`src/rtl/hamming_scrubber.sv`:
```
// hamming_scrubber: walks a Hamming(15,11) codeword RAM, re-checks each word
// and writes back the corrected re-encoding whenever it differs from the stored
// word. One pass covers addresses 0..2**AW-1 in ascending order.
//
// Ports:
//   clk, rst_n  - single clock, asynchronous active-low reset
//   start       - level, sampled only while idle; high starts a pass
//   busy        - high in every state except idle
//   done        - one-cycle pulse at the end of a pass
//   mem_addr    - RAM address (driven in read and write-back cycles, else 0)
//   mem_re      - RAM read enable, data returns on mem_rdata next cycle
//   mem_rdata   - RAM read data
//   mem_we      - RAM write enable
//   mem_wdata   - RAM write data (corrected codeword)
//   corr_count  - words rewritten in the current/last pass, saturating
//
// Codeword layout (shared by calcula_hamming and corrige_hamming): bit i holds
// Hamming position i+1. Parity sits at positions 1,2,4,8 (bits 0,1,3,7); data
// bits 0..10 fill bits 2,4,5,6,8..14 in order.

// calcula_hamming: encodes 11 data bits into a 15-bit codeword.
//   data - 11-bit payload
//   code - 15-bit codeword
module calcula_hamming (
   input  logic [10:0] data,
   output logic [14:0] code
);

   logic [14:0] placed;
   logic [3:0]  syn;

   always_comb begin
      placed        = '0;
      placed[2]     = data[0];
      placed[6:4]   = data[3:1];
      placed[14:8]  = data[10:4];
      // Syndrome of the data-only word gives exactly the parity bits needed
      // to drive the full syndrome to zero.
      syn = '0;
      for (int i = 0; i < 15; i++) begin
         if (placed[i]) syn = syn ^ 4'(i + 1);
      end
      code    = placed;
      code[0] = syn[0];
      code[1] = syn[1];
      code[3] = syn[2];
      code[7] = syn[3];
   end

endmodule

// corrige_hamming: corrects up to one flipped bit and returns the data bits.
//   code - 15-bit received codeword
//   data - 11-bit corrected payload
module corrige_hamming (
   input  logic [14:0] code,
   output logic [10:0] data
);

   logic [3:0]  syn;
   logic [14:0] fixed;

   always_comb begin
      syn = '0;
      for (int i = 0; i < 15; i++) begin
         if (code[i]) syn = syn ^ 4'(i + 1);
      end
      // A non-zero syndrome is the 1-based position of the bit to flip.
      fixed = code;
      if (syn != 4'd0) fixed = code ^ (15'(1) << (syn - 4'd1));
   end

   assign data = {fixed[14:8], fixed[6:4], fixed[2]};

endmodule

module hamming_scrubber #(
   parameter int unsigned AW = 4,
   parameter int unsigned CW = 8
) (
   input  logic          clk,
   input  logic          rst_n,
   input  logic          start,
   output logic          busy,
   output logic          done,
   output logic [AW-1:0] mem_addr,
   output logic          mem_re,
   input  logic [14:0]   mem_rdata,
   output logic          mem_we,
   output logic [14:0]   mem_wdata,
   output logic [CW-1:0] corr_count
);

   typedef enum logic [2:0] {
      StIdle,
      StRd,
      StWt,
      StCk,
      StWb,
      StNx,
      StDone
   } state_t;

   state_t        state_q;
   logic [AW-1:0] addr_q;
   logic [14:0]   cw_q;
   logic [10:0]   dec_data;
   logic [14:0]   fix;

   corrige_hamming u_corrige (
      .code (cw_q),
      .data (dec_data)
   );

   calcula_hamming u_calcula (
      .data (dec_data),
      .code (fix)
   );

   // Outputs are registered alongside the state: each transition loads the
   // output values belonging to the state being entered.
   always_ff @(posedge clk or negedge rst_n) begin
      if (!rst_n) begin
         state_q    <= StIdle;
         addr_q     <= '0;
         cw_q       <= '0;
         corr_count <= '0;
         busy       <= 1'b0;
         done       <= 1'b0;
         mem_addr   <= '0;
         mem_re     <= 1'b0;
         mem_we     <= 1'b0;
         mem_wdata  <= '0;
      end else begin
         busy      <= 1'b1;
         done      <= 1'b0;
         mem_addr  <= '0;
         mem_re    <= 1'b0;
         mem_we    <= 1'b0;
         mem_wdata <= '0;
         unique case (state_q)
            StIdle: begin
               if (start) begin
                  corr_count <= '0;
                  addr_q     <= '0;
                  mem_re     <= 1'b1;
                  state_q    <= StRd;
               end else begin
                  busy <= 1'b0;
               end
            end
            StRd: begin
               state_q <= StWt;
            end
            StWt: begin
               cw_q    <= mem_rdata;
               state_q <= StCk;
            end
            StCk: begin
               if (fix != cw_q) begin
                  mem_we    <= 1'b1;
                  mem_addr  <= addr_q;
                  mem_wdata <= fix;
                  state_q   <= StWb;
               end else begin
                  state_q <= StNx;
               end
            end
            StWb: begin
               if (corr_count != {CW{1'b1}}) corr_count <= corr_count + CW'(1);
               state_q <= StNx;
            end
            StNx: begin
               if (addr_q == {AW{1'b1}}) begin
                  done    <= 1'b1;
                  state_q <= StDone;
               end else begin
                  addr_q   <= addr_q + AW'(1);
                  mem_addr <= addr_q + AW'(1);
                  mem_re   <= 1'b1;
                  state_q  <= StRd;
               end
            end
            StDone: begin
               busy    <= 1'b0;
               state_q <= StIdle;
            end
            default: begin
               busy    <= 1'b0;
               state_q <= StIdle;
            end
         endcase
      end
   end

endmodule
```
`config.mk`:
```
export PLATFORM = sky130hd
export DESIGN_NAME = hamming_scrubber
export DESIGN_NICKNAME = d
export VERILOG_FILES = /design/src/rtl/hamming_scrubber.sv
export SDC_FILE = /design/constraint.sdc
export NUM_CORES = 1
export LEC_CHECK = 0
export CORE_MARGIN = 2
export CORE_UTILIZATION = 30
export DETAILED_ROUTE_END_ITERATION = 8
export PLACE_DENSITY_LB_ADDON = 0.08
export SLEW_MARGIN = 30
export SYNTH_ARGS = -nofsm -noshare
export SYNTH_HDL_FRONTEND = slang
export SYNTH_SLANG_ARGS = --single-unit
```
`constraint.sdc`:
```
create_clock -name clk -period 3.45 [get_ports clk]
set_clock_uncertainty 0.2 [all_clocks]
set_input_delay 1.035 -clock clk [delete_from_list [all_inputs] [get_ports clk]]
set_output_delay 1.035 -clock clk [all_outputs]
set_load 0.005 [all_outputs]
```
==> impl_metrics.ini <==
[die]
boundaryPins = 49
initial_core_util = 0.311
fp.dieArea_um2 = 11000
die_height_um = 105
std_cell_rows = 36
chipWidth_um = 105
core_area_um2 = 9820

[clock_tree]
clkTransAtPathRegs_ns = 0.10
cts_tree = built
post_cts_buffers = 0
cts-root-buf = clkbuf_8
cts.htree.levels = 2
cts_hold_buf = 0
clkLatencyLatePin_ns = 0.31
clock_sinks = 53
cts_buffers = 5
cts_buffer_depth = 2
ctsResizeCount = 0

[timing]
hold_viol_final = 0
setup_viol = 0
totalNegativeSetupSlack_ns = 0
rsz0062_at_grt = no
max_freq_mhz = 320
tightest_slew_ns = 0.688
maxSlewHeadroom = 0.540
layout_min_cycle_time_ns = 3.12
period_share = 0.904
drv_slew = 0

[outcome]
status = completed

[global_routing]
grt_pass1_vias = 2215
grt_max_degree = 54
overflow = 0
antenna_found_initial = 0
grt_pass1_wl_um = 11600
grt.total_usage = 0.132

[critical_path]
crit_fanout = 13
start_kind = register
required_ns = 3.42
crit_arrival_ns = 3.09
end_kind = register
path_class = register to register
r2r_slack_ns = 0.33

[final_layout]
fin_area_um2 = 3860
area_growth_pct = 26.5
mostFrequentLayoutCell = dfrtp_1
layout.nets = 359
final_cells = 472
final_cell_mix = dfrtp_1, clkdlybuf4s50_1, xnor2_1, nor2_1, nor3_1
finish.utilization = 0.393
drive_above_1_share = 0.174
num_antenna_cells = 0

[synthesis]
syn-num-nets = 301
synth_edf_count = 0
syn_avg_cell_area_um2 = 10.9
syn_area_um2 = 3050
ys.flop_type = dfrtp_1
yosys_warnings = 0
ys_ff_latch = 53
syn_inst = 281
synth_seq_area_share = 0.435
async_flop_share = 1.00
synth.distinct_cells = 47

[place]
dpl.hpwl_um = 5290
gp_routability_congestion = 0.811
dpl_cell_area_um2 = 3750
portBuffers = 48
dpl.cell_count = 465

[hold_path]
hp-class = register to register

[detailed_routing]
drc = 0
avgViaCountPerCell = 4.59
ant_nets = 0
dr.pass1.iters = 4
drt_iter0_drc = 97
routed-via-count = 2165
detail_route.wl_per_cell_um = 14.7
drt-total-wl_um = 6940

[run]
maxCapViolCount = 0
## cell families (layout without fill, tap and decap cells)
kind of cell,after synthesis,count (layout),share of synthesized area
buf+inv,15,73,0.0230
fa+ha+maj,2,2,0.00820
flops,53,53,0.435
simple gates,95,95,0.163
xor+xnor,62,62,0.234
mux,16,16,0.0591
compound gates,38,38,0.0779
## sequential cells by signal, indices dropped and copies added (netlist names)
signal	cells
mem_wdata	15
addr_q	4
done	1
mem_we	1
busy	1
state_q	3
mem_addr	4
mem_re	1
cw_q	15
corr_count	8
## through the flow
stage / hold slack, ns / worst slack [ns]
after floorplan: 0.302 / 0.547
after global placement: 0.315 / 0.386
after detailed placement: 0.331 / 0.328
after CTS: 0.356 / 0.299
after global routing: 0.385 / 0.0522
final: 0.348 / 0.330
## worst max-delay path, stage by stage (launching register included)
cell      delay (ns)
dfrtp_1         0.44
xnor3_2         0.56
xor2_2          0.22
nor3_1          0.44
nor3_2          0.11
and3_1          0.21
o211ai_1        0.18
nor4b_4         0.28
buf_4           0.25
o31ai_1         0.09
## cells in the mapped netlist (2+ instances only)
| master | number | area share |
|---|---|---|
| dfrtp_1 | 53 | 0.43 |
| xnor2_1 | 31 | 0.089 |
| nor2_1 | 23 | 0.028 |
| nor3_1 | 21 | 0.034 |
| nand2_1 | 20 | 0.025 |
| xor2_1 | 17 | 0.049 |
| mux2_2 | 16 | 0.059 |
| o21ai_0 | 13 | 0.021 |
| a21oi_1 | 6 | 0.0098 |
| clkbuf_1 | 6 | 0.0074 |
| nand3_1 | 6 | 0.0098 |
| inv_1 | 5 | 0.0062 |
| a31oi_1 | 4 | 0.0082 |
| nor3_2 | 4 | 0.013 |
| xnor2_4 | 4 | 0.036 |
| xor2_2 | 4 | 0.021 |
| and2_1 | 3 | 0.0062 |
| nor2b_1 | 3 | 0.0062 |
| xnor2_2 | 3 | 0.016 |
| buf_2 | 2 | 0.0033 |
| ha_1 | 2 | 0.0082 |
| nand3b_1 | 2 | 0.0049 |
| nand4_1 | 2 | 0.0041 |
| nor4_1 | 2 | 0.0041 |
| o2111ai_1 | 2 | 0.0057 |
| o211ai_1 | 2 | 0.0049 |
| o21ai_1 | 2 | 0.0033 |
| o31ai_1 | 2 | 0.0049 |
| or2_2 | 2 | 0.0041 |
| xnor3_2 | 2 | 0.016 |
## final timing paths
check	start	to	cells after the start
max in group asynchronous	rst_n	cw_q[6]$_DFFE_PN0P_	2
worst max-delay path	cw_q[4]$_DFFE_PN0P_	mem_addr[1]$_DFF_PN0_	9
worst max register to register	cw_q[4]$_DFFE_PN0P_	mem_addr[1]$_DFF_PN0_	9
worst min-delay path	cw_q[3]$_DFFE_PN0P_	cw_q[3]$_DFFE_PN0P_	1
worst min register to register	cw_q[3]$_DFFE_PN0P_	cw_q[3]$_DFFE_PN0P_	1
min in group asynchronous	rst_n	addr_q[3]$_DFFE_PN0P_	2
## routing by layer
layer  routed length (um)  vias to the layer above  part of all wire  global-route usage
li1                     -                     1084                 -                   -
met2                 3120                       42              0.45               0.206
met1                 3550                     1034              0.51               0.189
met4                   71                        0             0.010              0.0314
met3                  203                        5             0.029              0.0231
met5                    0                        -                 0                   0
## final cells by class
class                           count  area, um2
Clock buffer                        5       68.8
Clock inverter                      2       38.8
Fill cell                        1022       5960
Inverter                            5       18.8
Multi-Input combinational cell    213       1650
Sequential cell                    53       1330
Tap cell                          133        166
Timing Repair Buffer               61        586
Power is not shown: default switching activity piles up to over one toggle a cycle in this logic, so the estimate is an artifact.
==> edit 1 (same settings) <==
Reset style: synchronous (`rst_n`), changed in one clocked block. Comments in the files are not updated.
--- a/src/rtl/hamming_scrubber.sv
+++ b/src/rtl/hamming_scrubber.sv
@@ -119,7 +119,7 @@
 
    // Outputs are registered alongside the state: each transition loads the
    // output values belonging to the state being entered.
-   always_ff @(posedge clk or negedge rst_n) begin
+   always_ff @(posedge clk) begin
       if (!rst_n) begin
          state_q    <= StIdle;
          addr_q     <= '0;
Check against the original RTL: differs if rst_n is asserted again (counterexample within 4 cycles, from zero or initial values and one cycle with rst_n low); with rst_n held inactive, the same outputs for 4 cycles.
==> edit 1 against the unedited design <==
Die area is 14% lower; sequential share of layout area decreased by 2.4 points; cell area fell by 14%; non-clock buffer count decreased by 8; setup slack better by 0.050 ns; first-iteration DRC count shrank 33%; wire length down 16%; synthesized area is 15% lower; cell count fell by 3.6%; sequential cell count is the same; critical endpoint is now mem_wdata[10]$_SDFF_PN0_; largest cell class unchanged.
Power is left out: it rests on default switching activity, and per cell area and clock period it moved more than threefold.
==> edit 1: results (changes against the unedited design) <==
[worst_setup_path]
crit_path_max_fanout = 12  ; -1
rrSetupSlack_ns = 0.38  ; +0.05 ns
reg2reg_from = cw_q[2]$_SDFFE_PN0P_
r2r_end = mem_wdata[10]$_SDFF_PN0_
worst_ep_arrival_time_ns = 3.06  ; -0.03 ns

[clock_tree]
cts.clk_slew.worst_paths_ns = 0.10  ; about the same
clock_latency_ns = 0.31  ; about the same

[route]
post_drt_wl_per_cell_um = 12.9  ; -12%
viasPerCell = 4.52  ; -1.4%
first_iter_violations = 65  ; -33%

[sta]
whs_ns = 0.288  ; -0.0598 ns
worst_pin_slew_ns = 0.611  ; -0.0773 ns

[final_layout]
drive_gt1_share_pct = 7.71  ; -9.7 points

[synth]
synth_ff_type = dfxtp_1
synth_commonest_cells = dfxtp_1 (53), nand2_1 (51), nor2_1 (49)
synthDistinctLibCells = 46  ; -2.1%
synth_area_leaders = dfxtp_1 (41%), xnor2_1 (7.4%), nand2_1 (7.4%)
syn-num-nets = 320  ; +6.3%
ys_async_sr_fraction_pct = 0  ; -100 points

[global_routing]
first_global_vias = 2051  ; -7.4%
gr-usage-all-layers_pct = 12.8  ; -0.37 points
grt_max_degree = 17  ; -69%

[min_path]
min-delay-start = cw_q[1]$_SDFFE_PN0P_
min_delay_worst_endpoint = cw_q[1]$_SDFFE_PN0P_
min_path_cells = 2  ; +1

[placed_design]
placed_area_um2 = 3200  ; -15%
portBuffers = 48  ; unchanged
post-dp-hpwl_mm = 4.50  ; -15%
dp_slack_ns = 0.390  ; +0.0616 ns
gp_congestion = 0.869  ; +7.2%

[run_status]
status = complete, no violations

-- edit 1: changes by cell type after synthesis, sizes merged, moves of 12 or more --
cell and change:
nor2 +27, o21ai -12, dfrtp -53, mux2 -15
xnor2 -13, nor3 -20, dfxtp +53, nand2 +31
a21oi +19
-- edit 1: logic make-up after synthesis --
| group | Yosys count | share of synthesized area (%) |
|---|---|---|
| simple gates | 128 | 20.9 |
| flops | 53 | 40.7 |
| xor+xnor | 52 | 22.2 |
| compound gates | 45 | 11.1 |
| buf+inv | 16 | 2.59 |
| mux | 4 | 1.59 |
| fa+ha+maj | 2 | 0.961 |
-- edit 1: layout make-up --
class                           instances  area [µm²]
Fill cell                             849        4980
Clock buffer                            6        72.6
Timing Repair Buffer                   53         518
Inverter                                5        18.8
Multi-Input combinational cell        231        1480
Sequential cell                        53        1060
Clock inverter                          2        38.8
Tap cell                              105         131
-- edit 1: worst max path at each step --
stage,start,cells after the start,slack [ns],to
global route,cw_q[2]$_SDFFE_PN0P_,9,0.14,mem_wdata[0]$_SDFF_PN0_
detailed placement,cw_q[2]$_SDFFE_PN0P_,9,0.39,mem_wdata[0]$_SDFF_PN0_
finish,cw_q[2]$_SDFFE_PN0P_,9,0.38,mem_wdata[10]$_SDFF_PN0_
CTS,cw_q[2]$_SDFFE_PN0P_,9,0.37,mem_wdata[0]$_SDFF_PN0_
floorplan,cw_q[4]$_SDFFE_PN0P_,9,0.82,mem_addr[3]$_SDFF_PN0_
global placement,cw_q[2]$_SDFFE_PN0P_,9,0.48,mem_wdata[9]$_SDFF_PN0_
-- edit 1: critical path, cell delays in order (launching register included) --
cell and delay [ns]:
dfxtp_1 0.41, xnor3_2 0.51, xor2_4 0.31, xor2_2 0.24
nand2_1 0.13, a211oi_2 0.28, a21boi_2 0.23, a211o_1 0.33
buf_4 0.25, nor2_1 0.06
-- edit 1: layer usage --
layer | routed length (µm) | track usage [%] | share of wire, %
met1 | 3040 | 18.3 | 52
met5 | 0 | 0 | 0
met2 | 2580 | 19.9 | 44
met3 | 194 | 2.52 | 3.3
met4 | 52 | 2.93 | 0.89
-- edit 1: per-stage QoR --
step                cells  util (%)
detailed placement    447      38.6
global placement      447      38.6
floorplan             300         -
finish                455      40.0
CTS                   455      40.0
global route          455      40.0
==> edit 2 (config.mk and constraints unchanged) <==
Made on the original files. The parameter `CW` goes from 8 to 16.
--- a/src/rtl/hamming_scrubber.sv
+++ b/src/rtl/hamming_scrubber.sv
@@ -76,7 +76,7 @@
 
 module hamming_scrubber #(
    parameter int unsigned AW = 4,
-   parameter int unsigned CW = 8
+   parameter int unsigned CW = 16
 ) (
    input  logic          clk,
    input  logic          rst_n,
Ports: changed (resized corr_count); port bits go from 49 to 57. The function was not compared with the original's and may differ.
==> edit 2 against the unedited design <==
Sequential cell count rose by 8; cell count rose by 18%; cell area rose by 19%; core utilization rose by 3.1 points; setup slack got worse by 0.28 ns; first-iteration DRC count fell by 16%; global-route usage rose by 0.37 points; synthesized area rose by 9.2%; wire length rose by 8.9%; critical endpoint is now mem_addr[2]$_DFF_PN0_.
Power is left out: the tool's default activity adds up to more than one toggle a clock period on the data nets, which glitch-free logic cannot reach.
==> edit 2: results (changes against the unedited design) <==
[final_layout]
reg_top3 = corr_count x16, cw_q x15, mem_wdata x15
finalNetCount = 434  ; +21%
drive_gt1_share_pct = 21.7  ; +4.3 points
nFillCells = 1076  ; +5.3%
antenna_cells = 0  ; unchanged

[synth]
ys_async_sr_fraction_pct = 100  ; unchanged
seq_area_frac_synth_pct = 45.8  ; +2.3 points
synthMuxAreaShare_pct = 5.71  ; -0.20 points
synth-adder-area-share_pct = 0.751  ; -0.069 points
synth-compound-area-share_pct = 7.66  ; -0.13 points
synth_commonest_cells = dfrtp_1 (61), nor2_1 (37), xnor2_1 (34)
synth_area_leaders = dfrtp_1 (46%), xnor2_1 (8.9%), xor2_1 (7.6%)
syn-num-nets = 345  ; +15%
synthDistinctLibCells = 42  ; -11%
yosys_warnings = 0  ; unchanged
synthXorXnorAreaFrac_pct = 21.3  ; -2.1 points

[global_routing]
grt_pass1_wl_mm = 12.3  ; +5.9%
grt_max_degree = 34  ; -37%
first_global_vias = 2497  ; +13%
gr-usage-all-layers_pct = 13.6  ; +0.37 points
antenna_found_initial = 0  ; unchanged

[placed_design]
portBuffers = 56  ; +17%
dp_slack_ns = -0.102  ; -0.430 ns
placed_area_um2 = 4260  ; +14%
post-dp-hpwl_mm = 5.73  ; +8.3%
gp_congestion = 0.866  ; +6.8%

[min_path]
min-delay-start = cw_q[0]$_DFFE_PN0P_
hp-class = reg -> reg

[clock_tree]
clock_latency_ns = 0.35  ; +0.04 ns
post_cts_buffers = 1  ; +1
cts_buffers = 9  ; +4
root_buffer = clkbuf_8
clockBufferDepth = 2  ; unchanged
ctsResizeCount = 1  ; +1
htreeDepth = 3  ; +1
cts.clk_slew.worst_paths_ns = 0.07  ; -0.03 ns

[route]
dr.pass1.iters = 4  ; unchanged
viasPerCell = 4.54  ; -0.94%
post_drt_wl_per_cell_um = 13.5  ; -8.0%
first_iter_violations = 81  ; -16%

[run_status]
status = complete, no violations

[worst_setup_path]
cpLargestDelayFamily = XOR/XNOR gates
crit_path_max_fanout = 10  ; -3
max_stage_delay_ns = 0.46  ; -0.10 ns
worst_ep_arrival_time_ns = 3.42  ; +0.33 ns
critPathSlowestCell = dfrtp_2
reg2reg_from = cw_q[4]$_DFFE_PN0P_

[sta]
relSlewSlack_pct = 53.5  ; -0.49 points

## edit 2: through the flow
stage          TNS (ns)  hold slack, ns  std cells  util [%]
2_1_floorplan         0           0.283        325         -
3_5_place_dp      -1.13           0.318        540      39.3
4_1_cts               0           0.333        557      41.5
5_1_grt           -1.80           0.378        559      42.4
3_3_place_gp      -2.25           0.313        540      39.3
6_report              0           0.325        559      42.4
## edit 2: logic make-up after synthesis
family | after synthesis
buf+inv | 19
fa+ha+maj | 2
flops | 61
xor+xnor | 71
mux | 17
compound gates | 39
simple gates | 116
## edit 2: final cells by class
cell class / instances / area [µm²] / share of cell area (%)
Multi-Input combinational cell: 245 / 1810 / 39.4
Sequential cell: 61 / 1530 / 33.3
Timing Repair Buffer: 90 / 827 / 18.0
Clock inverter: 4 / 70.1 / 1.53
Tap cell: 140 / 175 / 3.81
Clock buffer: 12 / 155 / 3.38
Inverter: 7 / 26.3 / 0.572
## edit 2: per-layer routing
metal / global-route usage [%] / routed length (µm) / part of all wire [%] / vias to the layer above
li1: - / - / - / 1275
met1: 16.5 / 3350 / 44 / 1202
met2: 22.8 / 3740 / 49 / 53
met3: 3.85 / 337 / 4.5 / 10
met5: 0 / 0 / 0 / -
met4: 4.97 / 128 / 1.7 / 0
## edit 2: path summary, 6_finish.rpt
check / end / slack (ns) / cells past startpoint
max: mem_addr[2]$_DFF_PN0_ / 0.05 / 11
min in group asynchronous: corr_count[9]$_DFFE_PN0P_ / 0.53 / 1
max in group asynchronous: state_q[1]$_DFFE_PN0P_ / 1.90 / 2
min reg2reg: cw_q[0]$_DFFE_PN0P_ / 0.32 / 1
min: cw_q[0]$_DFFE_PN0P_ / 0.32 / 1
max reg2reg: mem_addr[2]$_DFF_PN0_ / 0.05 / 11
